**src/rtl/simd_pkg.sv**
```systemverilog
// Shared opcode encoding and lane-slicing helpers for the SIMD ALU.
package simd_pkg;

    localparam int unsigned OP_W = 4;

    typedef enum logic [OP_W-1:0] {
        OpNoop        = 4'd0,
        OpAdd         = 4'd1,
        OpSub         = 4'd2,
        OpMul         = 4'd3,
        OpDotp        = 4'd4,
        OpStoreTempS1 = 4'd5,
        OpStoreTempS2 = 4'd6,
        OpStoreResult = 4'd7,
        OpStop        = 4'd8
    } mode;

    // Bit offset of lane idx in a packed multi-lane bus.
    function automatic int unsigned lane_lo(input int unsigned idx, input int unsigned w);
        return idx * w;
    endfunction

    // Bit offset of the top bit of lane idx.
    function automatic int unsigned lane_hi(input int unsigned idx, input int unsigned w);
        return idx * w + w - 1;
    endfunction

endpackage

```
**src/rtl/simd_alu_lane.sv**
```systemverilog
// One SIMD lane: stage-1 registers for sum/carry, difference/borrow and half-width product.
module simd_alu_lane #(
    parameter int unsigned LANE_W = 32
) (
    input  logic              clk,
    input  logic              rst,
    input  logic [LANE_W-1:0] a,
    input  logic [LANE_W-1:0] b,
    output logic [LANE_W-1:0] sum,
    output logic              carry,
    output logic [LANE_W-1:0] diff,
    output logic              borrow,
    output logic [LANE_W-1:0] prod
);

    localparam int unsigned HALF_W = LANE_W / 2;

    logic [LANE_W:0]   sum_d;
    logic [LANE_W-1:0] prod_d;

    // Lane arithmetic computed combinationally ahead of the stage-1 registers.
    always_comb begin
        sum_d  = {1'b0, a} + {1'b0, b};
        prod_d = LANE_W'(a[HALF_W-1:0]) * LANE_W'(b[HALF_W-1:0]);
    end

    // Stage-1 lane registers.
    always_ff @(posedge clk or posedge rst) begin
        if (rst) begin
            sum    <= '0;
            carry  <= 1'b0;
            diff   <= '0;
            borrow <= 1'b0;
            prod   <= '0;
        end else begin
            sum    <= sum_d[LANE_W-1:0];
            carry  <= sum_d[LANE_W];
            diff   <= a - b;
            borrow <= (a < b);
            prod   <= prod_d;
        end
    end

endmodule

```
**src/rtl/simd_alu.sv**
```systemverilog
// Two-stage multi-lane ALU with dot-product accumulator and STOP-driven halt.
module simd_alu
    import simd_pkg::*;
#(
    parameter int unsigned OPCODE_WIDTH = 4,
    parameter int unsigned LANES        = 4,
    parameter int unsigned LANE_W       = 32
) (
    input  logic                      clk,
    input  logic                      rst,
    input  logic                      valid_in,
    input  logic [OPCODE_WIDTH-1:0]   opcode_in,
    input  logic [LANES*LANE_W-1:0]   a,
    input  logic [LANES*LANE_W-1:0]   b,
    output logic                      valid_out,
    output logic [LANES*LANE_W-1:0]   out,
    output logic [LANES-1:0]          carry_out,
    output logic                      halted
);

    logic                     accept;
    logic                     s1_valid;
    logic [OPCODE_WIDTH-1:0]  s1_op;
    logic [LANES*LANE_W-1:0]  s1_sum;
    logic [LANES*LANE_W-1:0]  s1_diff;
    logic [LANES*LANE_W-1:0]  s1_prod;
    logic [LANES-1:0]         s1_carry;
    logic [LANES-1:0]         s1_borrow;

    logic [LANE_W-1:0]        acc_q, acc_d;
    logic [LANE_W-1:0]        dot;
    logic [LANES*LANE_W-1:0]  res_out;
    logic [LANES-1:0]         res_carry;

    assign accept = valid_in && !halted;

    for (genvar i = 0; i < LANES; i++) begin : g_lane
        simd_alu_lane #(
            .LANE_W (LANE_W)
        ) u_lane (
            .clk    (clk),
            .rst    (rst),
            .a      (a[lane_hi(i, LANE_W):lane_lo(i, LANE_W)]),
            .b      (b[lane_hi(i, LANE_W):lane_lo(i, LANE_W)]),
            .sum    (s1_sum[lane_hi(i, LANE_W):lane_lo(i, LANE_W)]),
            .carry  (s1_carry[i]),
            .diff   (s1_diff[lane_hi(i, LANE_W):lane_lo(i, LANE_W)]),
            .borrow (s1_borrow[i]),
            .prod   (s1_prod[lane_hi(i, LANE_W):lane_lo(i, LANE_W)])
        );
    end

    // Stage-1 opcode/valid pipeline and sticky halt flag.
    always_ff @(posedge clk or posedge rst) begin
        if (rst) begin
            s1_valid <= 1'b0;
            s1_op    <= '0;
            halted   <= 1'b0;
        end else begin
            s1_valid <= accept;
            s1_op    <= opcode_in;
            if (accept && opcode_in == OpStop) begin
                halted <= 1'b1;
            end
        end
    end

    // Stage-2 reduction, accumulator update and result selection.
    always_comb begin
        dot       = '0;
        res_out   = '0;
        res_carry = '0;
        acc_d     = acc_q;
        for (int i = 0; i < LANES; i++) begin
            dot = dot + s1_prod[i*LANE_W +: LANE_W];
        end
        if (s1_valid) begin
            case (s1_op)
                OpAdd: begin
                    res_out   = s1_sum;
                    res_carry = s1_carry;
                end
                OpSub: begin
                    res_out   = s1_diff;
                    res_carry = s1_borrow;
                end
                OpMul: begin
                    res_out = s1_prod;
                end
                OpDotp: begin
                    acc_d              = acc_q + dot;
                    res_out[LANE_W-1:0] = acc_d;
                end
                OpStoreResult: begin
                    res_out[LANE_W-1:0] = acc_q;
                    acc_d              = '0;
                end
                default: begin
                    res_out = '0;
                end
            endcase
        end
    end

    // Stage-2 output and accumulator registers.
    always_ff @(posedge clk or posedge rst) begin
        if (rst) begin
            valid_out <= 1'b0;
            out       <= '0;
            carry_out <= '0;
            acc_q     <= '0;
        end else begin
            valid_out <= s1_valid;
            out       <= res_out;
            carry_out <= res_carry;
            acc_q     <= acc_d;
        end
    end

endmodule
```
**config.mk**
```make
export PLATFORM = sky130hd
export DESIGN_NAME = simd_alu
export DESIGN_NICKNAME = d
export VERILOG_FILES = /design/src/rtl/simd_pkg.sv /design/src/rtl/simd_alu_lane.sv /design/src/rtl/simd_alu.sv
export SDC_FILE = /design/constraint.sdc
export NUM_CORES = 2
export LEC_CHECK = 0
export ABC_AREA = 1
export CAP_MARGIN = 20
export CELL_PAD_IN_SITES_DETAIL_PLACEMENT = 0
export CELL_PAD_IN_SITES_GLOBAL_PLACEMENT = 2
export CORE_MARGIN = 2
export CORE_UTILIZATION = 37
export CTS_CLUSTER_SIZE = 10
export DETAILED_ROUTE_END_ITERATION = 8
export GPL_TIMING_DRIVEN = 0
export PLACE_DENSITY = 0.83
export SYNTH_ARGS = -nofsm -noshare
export SYNTH_HDL_FRONTEND = slang
export SYNTH_SLANG_ARGS = --single-unit
```
**constraint.sdc**
```tcl
create_clock -name clk -period 25 [get_ports clk]
set_input_delay 7.5 -clock clk [delete_from_list [all_inputs] [get_ports clk]]
set_output_delay 7.5 -clock clk [all_outputs]
set_load 0.02 [all_outputs]
```
; ---- Word level (Yosys, flattened, before mapping)
; Index checks and enable logic that the tools add are counted.
[totals]
out_inout_bits = 134
ff_bits = 563
elab_cells = 64
in_bits = 263
[classes]
multipliers = 4
n_addsub = 12
order_cmp = 4
n_eq_ne = 6
n_mux = 6
n_reduce_logical = 5
[ops]
columns = cell, n
row1 = $pmux W96 S3, 1
row2 = $pmux W32 S5, 1
row3 = $add A32 B32 Y33, 4
row4 = $add A32 B32 Y32, 4
row5 = $lt A32 B32 Y1, 4
row6 = $mul A16 B16 Y32, 4
row7 = $mux W128, 1
row8 = $sub A32 B32 Y32, 4
row9 = $pmux W32 S2, 1
row10 = $eq A4 B2 Y1 const B, 2
row11 = $eq A4 B3 Y1 const B, 2
row12 = $pmux W4 S2, 1
row13 = $eq A4 B1 Y1 const B, 1
row14 = $eq A4 B4 Y1 const B, 1
row15 = $mux W4, 1
row16 = $logic_and A1 B1 Y1, 2
row17 = $reduce_and A2 Y1, 1
row18 = $reduce_bool A2 Y1, 1
row19 = $logic_not A1 Y1, 1

; ---- Depth between registers and ports, before layout
[depth]
ltp_word = 6
mapped_depth = 27

; ---- Modules after synthesis
; A second synthesis with hierarchy kept.
[hier_totals]
cells_unflattened = 11427
area_unflattened_um2 = 80543.5
[modules_own_cells]
columns = module, seq_area_each_um2, instances, cells_each, area_per_inst_um2
row1 = simd_alu_lane at g_lane[2].u_lane, 2427.3, 1, 2390, 16886.2
row2 = simd_alu_lane at g_lane[0].u_lane, 2427.3, 1, 2390, 16841.2
row3 = simd_alu_lane at g_lane[1].u_lane, 2427.3, 1, 2388, 16828.6
row4 = simd_alu_lane at g_lane[3].u_lane, 2427.3, 1, 2385, 16575.9
row5 = simd_alu, 4279.1, 1, 1874, 13411.6

; ---- Worst setup path after synthesis
; OpenSTA, ideal clock, no wires.
[synth_path]
path_kind = input -> register
startpoint = input port b[33]
endpoint = register g_lane[1].u_lane.prod[19]
path_stages = 22
t_arrival_ns = 12.346
setup_time_ns = 0.124
path_slack_ns = 12.531
required_time_ns = 24.876
n_path_buf = 2
path_cell_list = clkbuf_1 clkbuf_1 nand2_1 fa_1 fa_1 fa_1 fa_1 inv_1 fa_1 inv_1 fa_1 inv_1 ha_1 nand2_1 a21oi_1 nor2_1 nand3_1 nand2_1 nand2_1 nand2_1 nand2_1 xor2_1
[synth_between]
elab_chain_len = 1
[synth_rtl]
columns = item, line
row1 = "start, declared", simd_alu.sv:14  ; input logic [LANES*LANE_W-1:0] b,
row2 = $mul A16 B16 Y32, simd_alu_lane.sv:24  ; prod_d = LANE_W'(a[HALF_W-1:0]) * LANE_W'(b[HALF_W-1:0]);
row3 = via g_lane[1].u_lane.prod_d[19], simd_alu_lane.sv:19  ; logic [LANE_W-1:0] prod_d;
row4 = "end signal, assigned", simd_alu_lane.sv:40  ; prod <= prod_d;
row5 = "end, declared", simd_alu_lane.sv:13  ; output logic [LANE_W-1:0] prod
; The timed path passes the listed nets, and every way through them passes these cells.
; A chain may end at the register's enable or synchronous reset.

; ---- Final worst setup path
[layout_path]
startpoint = input port a[65]
endpoint = register g_lane[2].u_lane.prod[29]
[layout_between]
elab_chain_len = 1
[layout_rtl]
columns = item, line
row1 = "start, declared", simd_alu.sv:13  ; input logic [LANES*LANE_W-1:0] a,
row2 = $mul A16 B16 Y32, simd_alu_lane.sv:24
row3 = via g_lane[2].u_lane.prod_d[29], simd_alu_lane.sv:19
row4 = "end signal, assigned", simd_alu_lane.sv:40
row5 = "end, declared", simd_alu_lane.sv:13
; The timed path passes the listed nets, and every way through them passes these cells.

==> flow_summary_export.csv <==
group,metric,value,unit
status,status,"complete, no violations",
worst_setup_path,worst_path_most_repeated_cell,"fa_1",
sta,slew_violations,0,
cts,cts_tree,"built",
floorplan,io_pins,397,
yosys,yosys.cell_types.count,52,
cts,clk-insertion-delay-late,0.68,ns
detailed_routing,wirelength,303,mm
hold_path,hp-class,"reg -> reg",
worst_setup_path,crit_cells,22,
floorplan,coreArea,202000,µm²
yosys,synth_area_per_cell,7.48,µm²
detailed_routing,vias,65900,
sta,post-route-min-period,14.24,ns
worst_setup_path,end_kind,"flip-flop",
detailed_routing,routedWlPerCell,22.9,µm
place,io_buffers,396,
grt,grt_max_degree,133,
worst_setup_path,worst-setup-path-type,"in -> reg",
cells_and_area,fill_cells,21300,
sta,fmax,70.2,MHz
worst_setup_path,cpPeakStageDelay,0.83,ns
floorplan,dieArea,206000,µm²
detailed_routing,ant_nets,0,
sta,timing.clock.skew,0.0363,ns
sta,min_period_over_period,56.9,%
grt,grt_pass1_vias,68000,
worst_setup_path,crit_fanout,10,
yosys,synth-edff-count,0,
cts,postCtsSetupBuffers,0,
yosys,ys.flop_type,"dfrtp_1",
worst_setup_path,critPathBufInv,7,
cts,post_cts_resized,0,
cells_and_area,fin_cells,13200,
cts,htreeDepth,3,
worst_setup_path,slowest_stage,"clkbuf_1",
cells_and_area,nets,12300,
yosys,yosysSeqAreaShare,18.7,%
floorplan,std_cell_rows,165,
grt,antenna_found_initial,16,
cts,cts.sinks,559,
worst_setup_path,ff2ff_path_depth,18,
cells_and_area,fin_area,84600,µm²
floorplan,die_w,454,µm
detailed_routing,dr.pass1.iters,6,
job,cap_viol_max_count,0,
worst_setup_path,arrival,14.72,ns
place,place_area,82400,µm²
worst_setup_path,crit_chain,"clkdlybuf4s50_1 > clkbuf_1 > clkbuf_1 > nand2_1 > fa_1 > fa_1 > inv_1 > fa_1 > fa_1 > fa_1 > inv_1 > fa_1 > inv_1 > ha_1 > nand2_1 > nor2_1 > inv_1 > nor2_1 > and3_1 > nand2_1 > nand3_1 > xor2_1",
worst_setup_path,worstPathRequired,25.48,ns
floorplan,die_y,454,µm
hold_path,holdPathStages,0,
cts,path_clk_slew,0.05,ns
sta,hold_violations,0,
grt,grt_overflow,0,
sta,rsz0062_at_grt,"false",
yosys,synthesis.nets,11900,
cells_and_area,layout-drive-gt1-share,2.87,%
place,gp_congestion,0.961,
detailed_routing,drc_errors,0,
yosys,ys_ff_latch,559,
cts,root_buffer,"clkbuf_16",
detailed_routing,drtIter0Drc,5162,
worst_setup_path,crit_path_start_kind,"input pin",
sta,final-setup-viol-count,0,
cts,clk_path_buf_depth,3,
place,hpwl,259,mm
floorplan,start_util,37.1,%
cts,cts_buffers,72,
sta,tightest_slew,1.08,ns
cells_and_area,area_growth,13.0,%
grt,grt_usage,29.4,%
cts,cts_hold_buf,0,
yosys,async_reset_ff_share,100,%
yosys,syn_area,74900,µm²
detailed_routing,via_per_inst,4.99,
sta,slew_headroom,28.0,%
yosys,synth_cells,10000,
yosys,yosys_warnings,0,
place,placedCellCount,13100,
worst_setup_path,cp_top_family,"adder cells",
grt,grt_pass1_wl,447,mm
==> cell usage in the layout (no fill, tap or decap), types with 42 or more instances in the layout <==
cell type and instances:
fa_1 876, nor3_1 58, xor2_1 258, nand3_1 358
nand2_1 2543, o21ai_0 295, ha_1 704, a21oi_1 441
buf_2 76, xnor2_1 42, nand4_1 104, clkbuf_16 72
o21bai_1 66, dfrtp_1 559, a31oi_1 45, nor2_1 517
inv_1 2477, o211ai_1 60, clkbuf_1 240, clkdlybuf4s50_1 396
==> final cells by class <==
cell class | count | area, µm² | area share [%]
buffer | 332 | 1390 | 1.64
timing repair buffer | 403 | 4130 | 4.88
inverter | 2484 | 9330 | 11.0
antenna | 8 | 20.0 | 0.0237
clock inverter | 18 | 290 | 0.343
sequential | 559 | 14000 | 16.5
multi-input combinational | 6637 | 50200 | 59.3
clock buffer | 91 | 1940 | 2.30
tap | 2672 | 3340 | 3.95
==> cell families after synthesis <==
kind of cell	Yosys count	share of synthesized area, %
DFF	559	18.7
buffers and inverters	2816	14.3
adders and majority gates	1580	35.2
xor gates and xnor gates	300	3.51
and+or+nand+nor	3683	20.0
AOI/OAI and AO/OA	1074	8.34
==> path summary, 6_finish.rpt <==
check / start / endpoint / slack (ns)
max in group asynchronous: rst / g_lane[2].u_lane.diff[2] / 15.98
worst min register to register: s1_valid / valid_out / 0.38
min in group asynchronous: rst / g_lane[0].u_lane.sum[28] / 7.22
worst min-delay path: s1_valid / valid_out / 0.38
worst max register to register: g_lane[1].u_lane.prod[11] / out[31] / 20.45
worst max-delay path: a[65] / g_lane[2].u_lane.prod[29] / 10.76
==> cell usage after synthesis, types with 16 or more instances <==
| library cell | n | area share (%) |
|---|---|---|
| o21ai_2 | 19 | 0.22 |
| a21oi_2 | 16 | 0.19 |
| nand3_1 | 358 | 2.4 |
| xor2_1 | 258 | 3.0 |
| a21oi_1 | 441 | 2.9 |
| nor2_1 | 517 | 2.6 |
| a21o_1 | 37 | 0.37 |
| o21bai_1 | 66 | 0.66 |
| ha_1 | 704 | 12 |
| nor2_2 | 18 | 0.15 |
| a221oi_1 | 26 | 0.30 |
| o211ai_1 | 60 | 0.60 |
| a31oi_1 | 45 | 0.38 |
| nor3_1 | 58 | 0.39 |
| dfrtp_1 | 559 | 19 |
| a21boi_0 | 16 | 0.16 |
| nand4_1 | 104 | 0.87 |
| nand3b_1 | 22 | 0.22 |
| fa_1 | 876 | 23 |
| xnor2_1 | 42 | 0.49 |
| o21ai_0 | 295 | 2.0 |
| inv_1 | 2478 | 12 |
| clkbuf_1 | 228 | 1.1 |
| buf_2 | 76 | 0.51 |
| nand2_1 | 2543 | 13 |
| nand2_2 | 17 | 0.14 |
==> per-stage QoR <==
step                      worst slack (ns)  util (%)  TNS (ns)  hold WS [ns]
final                                10.76      42.0         0         0.377
after global routing                 10.44      41.9         0         0.382
after CTS                            10.82      41.9         0         0.378
after detailed placement             10.13      40.8         0         0.366
after global placement               -4.99      40.8  -2689.14         0.362
after floorplan                       1.87         -         0         0.352
==> per-layer routing <==
layer	GRT usage, %	part of all wire, %	vias to the layer above
met1	40.4	45	32600
met4	9.39	3.6	8
met5	0	0.015	-
li1	-	-	30900
met3	2.99	5.1	375
met2	48.5	46	2032
==> state kept, by name, indices dropped and copies added, names as in the netlist <==
register / flops
s1_op: 4
halted: 1
carry_out: 4
g_lane.u_lane.diff: 125
s1_valid: 1
valid_out: 1
acc_q: 32
g_lane.u_lane.borrow: 4
out: 128
g_lane.u_lane.carry: 4
g_lane.u_lane.prod: 128
g_lane.u_lane.sum: 127
Power is not shown: default switching activity piles up to over one toggle a cycle in this logic, so the estimate is an artifact.
